### src/rtl/div_controller.sv
// Signed 32-bit restoring divider: 33-cycle latency (1 for divide-by-zero).
// No backpressure; a new start aborts any operation in flight.
module div_controller (
  input  logic        clock,
  input  logic        reset,
  input  logic        ctrl_DIV,
  input  logic [31:0] data_operandA,
  input  logic [31:0] data_operandB,
  output logic [31:0] data_result,
  output logic [31:0] data_remainder,
  output logic        data_exception,
  output logic        data_resultRDY,
  output logic        busy
);

  localparam logic [1:0] S_IDLE = 2'd0;
  localparam logic [1:0] S_RUN  = 2'd1;
  localparam logic [1:0] S_FIX  = 2'd2;
  localparam logic [1:0] S_DONE = 2'd3;

  logic [1:0]  state_q, state_d;
  logic [5:0]  cnt_q, cnt_d;
  // Partial remainder always stays below |B| once a step completes, so it fits 32 bits.
  logic [31:0] p_q, p_d;
  logic [31:0] q_q, q_d;
  logic [31:0] b_q, b_d;
  logic        qsign_q, qsign_d;
  logic        rsign_q, rsign_d;
  logic [31:0] result_q, result_d;
  logic [31:0] rem_q, rem_d;
  logic        exc_q, exc_d;
  logic        rdy_q, rdy_d;
  logic        busy_q, busy_d;

  logic [31:0] abs_a, abs_b;
  logic [32:0] p_shift;
  logic        no_borrow;

  assign abs_a     = data_operandA[31] ? (~data_operandA + 32'd1) : data_operandA;
  assign abs_b     = data_operandB[31] ? (~data_operandB + 32'd1) : data_operandB;
  assign p_shift   = {p_q, q_q[31]};
  assign no_borrow = (p_shift >= {1'b0, b_q});

  always_comb begin
    state_d  = state_q;
    cnt_d    = cnt_q;
    p_d      = p_q;
    q_d      = q_q;
    b_d      = b_q;
    qsign_d  = qsign_q;
    rsign_d  = rsign_q;
    result_d = result_q;
    rem_d    = rem_q;
    exc_d    = exc_q;
    rdy_d    = rdy_q;

    if (ctrl_DIV) begin
      b_d     = abs_b;
      q_d     = abs_a;
      p_d     = 32'd0;
      cnt_d   = 6'd0;
      qsign_d = data_operandA[31] ^ data_operandB[31];
      rsign_d = data_operandA[31];
      rdy_d   = 1'b0;
      exc_d   = 1'b0;
      if (data_operandB == 32'd0) begin
        state_d  = S_DONE;
        result_d = 32'd0;
        rem_d    = data_operandA;
        exc_d    = 1'b1;
        rdy_d    = 1'b1;
      end else begin
        state_d = S_RUN;
      end
    end else begin
      case (state_q)
        S_RUN: begin
          q_d   = {q_q[30:0], no_borrow};
          p_d   = no_borrow ? (p_shift[31:0] - b_q) : p_shift[31:0];
          cnt_d = cnt_q + 6'd1;
          if (cnt_q == 6'd31) state_d = S_FIX;
        end
        S_FIX: begin
          result_d = qsign_q ? (~q_q + 32'd1) : q_q;
          rem_d    = rsign_q ? (~p_q + 32'd1) : p_q;
          rdy_d    = 1'b1;
          state_d  = S_DONE;
        end
        S_DONE:  rdy_d = 1'b0;
        default: rdy_d = 1'b0;
      endcase
    end

    busy_d = (state_d == S_RUN) || (state_d == S_FIX);
  end

  always_ff @(posedge clock) begin
    if (reset) begin
      state_q  <= S_IDLE;
      cnt_q    <= 6'd0;
      p_q      <= 32'd0;
      q_q      <= 32'd0;
      b_q      <= 32'd0;
      qsign_q  <= 1'b0;
      rsign_q  <= 1'b0;
      result_q <= 32'd0;
      rem_q    <= 32'd0;
      exc_q    <= 1'b0;
      rdy_q    <= 1'b0;
      busy_q   <= 1'b0;
    end else begin
      state_q  <= state_d;
      cnt_q    <= cnt_d;
      p_q      <= p_d;
      q_q      <= q_d;
      b_q      <= b_d;
      qsign_q  <= qsign_d;
      rsign_q  <= rsign_d;
      result_q <= result_d;
      rem_q    <= rem_d;
      exc_q    <= exc_d;
      rdy_q    <= rdy_d;
      busy_q   <= busy_d;
    end
  end

  assign data_result    = result_q;
  assign data_remainder = rem_q;
  assign data_exception = exc_q;
  assign data_resultRDY = rdy_q;
  assign busy           = busy_q;

endmodule

### config.mk
export PLATFORM = sky130hd
export DESIGN_NAME = div_controller
export DESIGN_NICKNAME = d
export VERILOG_FILES = /design/src/rtl/div_controller.sv
export SDC_FILE = /design/constraint.sdc
export NUM_CORES = 1
export LEC_CHECK = 0
export ABC_CLOCK_PERIOD_IN_PS = 4200
export CAP_MARGIN = 20
export CORE_ASPECT_RATIO = 0.8
export CORE_MARGIN = 8
export CORE_UTILIZATION = 45
export DETAILED_ROUTE_END_ITERATION = 8
export PLACE_DENSITY = 0.75
export SYNTH_ARGS = -nofsm -noshare
export SYNTH_HDL_FRONTEND = slang
export SYNTH_SLANG_ARGS = --single-unit
### constraint.sdc
create_clock -name clock -period 4.2 [get_ports clock]
set_input_delay 0.84 -clock clock [delete_from_list [all_inputs] [get_ports clock]]
set_output_delay 0.84 -clock clock [all_outputs]
set_load 0.05 [all_outputs]
==> results.md <==
- Vias per cell: between 6 and 7
- Worst hold path class: flip-flop to flip-flop
- GR Util met1: 30.4%
- Hold Path Cell Cnt: 2
- Area leader, netlist: dfxtp_1
- CORE AREA: 25100 um2
- Final-stage net count: roughly 1700
- Setup CP Type: primary input to flip-flop
- Critical path cell sequence: clkdlybuf4s50_1 -> or4_1 -> nor4_1 -> nand2b_1 -> or3_1 -> or3_1 -> o41ai_1 -> xor2_1 -> a211oi_1
- Sequential share of the synthesized area: 30.3%
- Peak Freq: 271 MHz
- Latest clock arrival within the worst-skew pair: between 0.4 and 0.5 ns
- Final setup fails: 0
- GRT Residual Overflow: 0
- Initial drt markers: roughly 970
- Period utilization: 87.7%
- Status: completed
- IO Count: 134
- IO buf count: 133
- Relative slew slack: 39.1%
- Clk buf depth: 2
- Post-CTS setup buffers: 0
- Post-synth top area share: a little under a third
- Ys flop type: dfxtp_1
- Routed length per instance: 18.4 um
- VDD IR max: about 0.26 mV
- Most common library cells after synthesis: nand2_1, dfxtp_1, nor2_1, a21oi_1, o21ai_0
- Asr flop ratio synth: 0%
- Initial antenna violation count: 1
- DP HPWL: 26200 um
- Clk pin slew, worst setup/hold paths: roughly 0.07 ns
- Worst path most repeated cell: or3_1
- Row count: 52
- Unrepaired setup endpoints after global routing: no
- Worst Path Max Fanout: 4
- CTS buffer count: 17
- CTS H-tree depth: 4
- CP arrival: 3.97 ns
- Crit path largest cell delay: 0.63 ns
- Gr busiest metal: met2
- Met2 Track Usage GR: 34.6%
- Syn Nets: 1610
- Worst path slowest cell: or4_1
- Resize count post-CTS: 0
- EDFF count, synth: 0
- Die W: 194 um
- Syn Inst Count: 1503
- P per Cell Area: 333 nW/um2
- CTS sink cnt: 173
- First-pass GRT wire length: about 56000 um
- Worst Setup Slack, final: a little over 0.5 ns
- DRC Markers: 0
- Leakage: around 5.1 nW
- Setup tns final: 0 ns
- Buffers & Inverters on Critical Path: 1
- Met3 Use GR: approximately 6%
- Worst-Margin Slew: 0.913 ns
- Synth Cell Area: 11400 um2
- Final WL: approximately 35000 um
- FF-to-FF path depth: 11
- Global placer's final weighted congestion: 0.975
- Clk root buf: clkbuf_16
- Area Growth Syn to Fin: 19.4%
- Largest net degree at the start of global routing: 94
- Setup crit end kind: flip-flop
- Die area: 30800 um2
- Layout cell share with drive strength beyond 1: 5.89%
- Largest cells by area after synthesis: dfxtp_1, xor2_1, nand2_1, a211oi_1, a21oi_1
- CP delay by family, top: simple AND/OR/NAND/NOR gates
- Top-count cell post-synth: nand2_1
- Post-Place Setup Slack: 0.129 ns
- Netlist cell types: 69
- Max Slew Vio Count: 0
- Max-Cap Viols: 0
- CP Data Required Time: 4.48 ns
- Number of iterations in the first detailed-routing pass: 6
- Final worst clock skew: 0.0104 ns
- Number of global-route vias before repair: 10722
- Initial core utilization: 45.6%
- Die Y: 159 um
- Vias: 11530
- Fin crit period: 3.68 ns
- CP Launch Type: primary input
- Total number of yosys warnings: 0
- Critical Path Stages: 9
- Yosys reg bits: roughly 170
- Post-route antenna net violation count: 0
- Ant. Diodes: 0
- CTS Hold Bufs: 0
- Avg Cell Area, Syn: between 7 and 8 um2
- Overall global routing resource usage: 22.4%
- CTS tree: built
- Final Hold Viols: 0
## through the flow
step           cells  hold slack, ns  utilization [%]  power [mW]  instance area [um2]
2_1_floorplan   1503           0.447                -        2.60                11400
3_3_place_gp    1887           0.440             51.9        2.91                13000
3_5_place_dp    1887           0.450             51.9        2.93                13000
4_1_cts         1919           0.458             54.2        4.53                13600
5_1_grt         1921           0.472             54.4        4.74                13700
6_report        1921           0.456             54.4        4.55                13700
## where the power goes
| part | internal [mW] | switching [mW] | leakage (nW) |
|---|---|---|---|
| clock network | 0.909 | 0.703 | 0.278 |
| registers | 1.71 | 0.0881 | 1.41 |
| logic | 0.456 | 0.685 | 3.37 |
## layer usage
layer | routed length (um) | share of wire, %
met5 | 12 | 0.034
met1 | 16400 | 46
met2 | 15200 | 43
met3 | 3250 | 9.2
met4 | 542 | 1.5
## kinds of logic after synthesis
family	Yosys count	share of synthesized area [%]
xor+xnor	137	10.5
simple gates	500	20.8
mux	22	1.94
flops	173	30.3
buf+inv	159	5.26
fa+ha+maj	40	4.44
compound gates	472	26.8
## cell usage in the layout (no fill, tap or decap), types with 29 or more instances in the layout
| cell type | n |
|---|---|
| xnor2_1 | 51 |
| nand3_1 | 40 |
| a21oi_1 | 106 |
| a211oi_1 | 79 |
| inv_1 | 56 |
| dfxtp_1 | 173 |
| buf_4 | 29 |
| nand2_1 | 181 |
| a31oi_1 | 35 |
| ha_1 | 38 |
| o31ai_1 | 38 |
| xor2_1 | 86 |
| clkdlybuf4s50_1 | 131 |
| nor2_1 | 125 |
| o21ai_0 | 105 |
## cell type report
class / count / area [um2]
tap: 324 / 405
clock buffer: 19 / 453
clock inverter: 13 / 139
timing repair buffer: 163 / 1590
fill: 2365 / 11400
inverter: 58 / 218
multi-input combinational: 1171 / 7400
sequential: 173 / 3460
## flip-flops by register name, summed over array words and instances, names as in the netlist
register and flops:
data_remainder 32, data_resultRDY 1, qsign_q 1, state_q 2, cnt_q 6, b_q 32, data_exception 1, data_result 32
rsign_q 1, busy 1, p_q 32, q_q 32
## worst register-to-register path, cell delays in order (launching register included)
cell	delay (ns)
dfxtp_1	0.36
inv_1	0.10
ha_1	0.27
fa_1	0.43
nor2b_1	0.18
o31a_1	0.22
o31a_1	0.23
o21ai_0	0.33
a211oi_1	0.75
nor2_1	0.12
o311ai_0	0.38
a21o_1	0.18
## path summary, 6_finish.rpt
path	slack (ns)	from	to
setup / recovery	0.52	data_operandA[12]	q_q[30]
hold / removal	0.46	data_remainder[10]	data_remainder[10]
setup reg to reg	0.59	q_q[31]	p_q[28]
hold reg to reg	0.46	data_remainder[10]	data_remainder[10]
(Power assumes the default switching activity.)
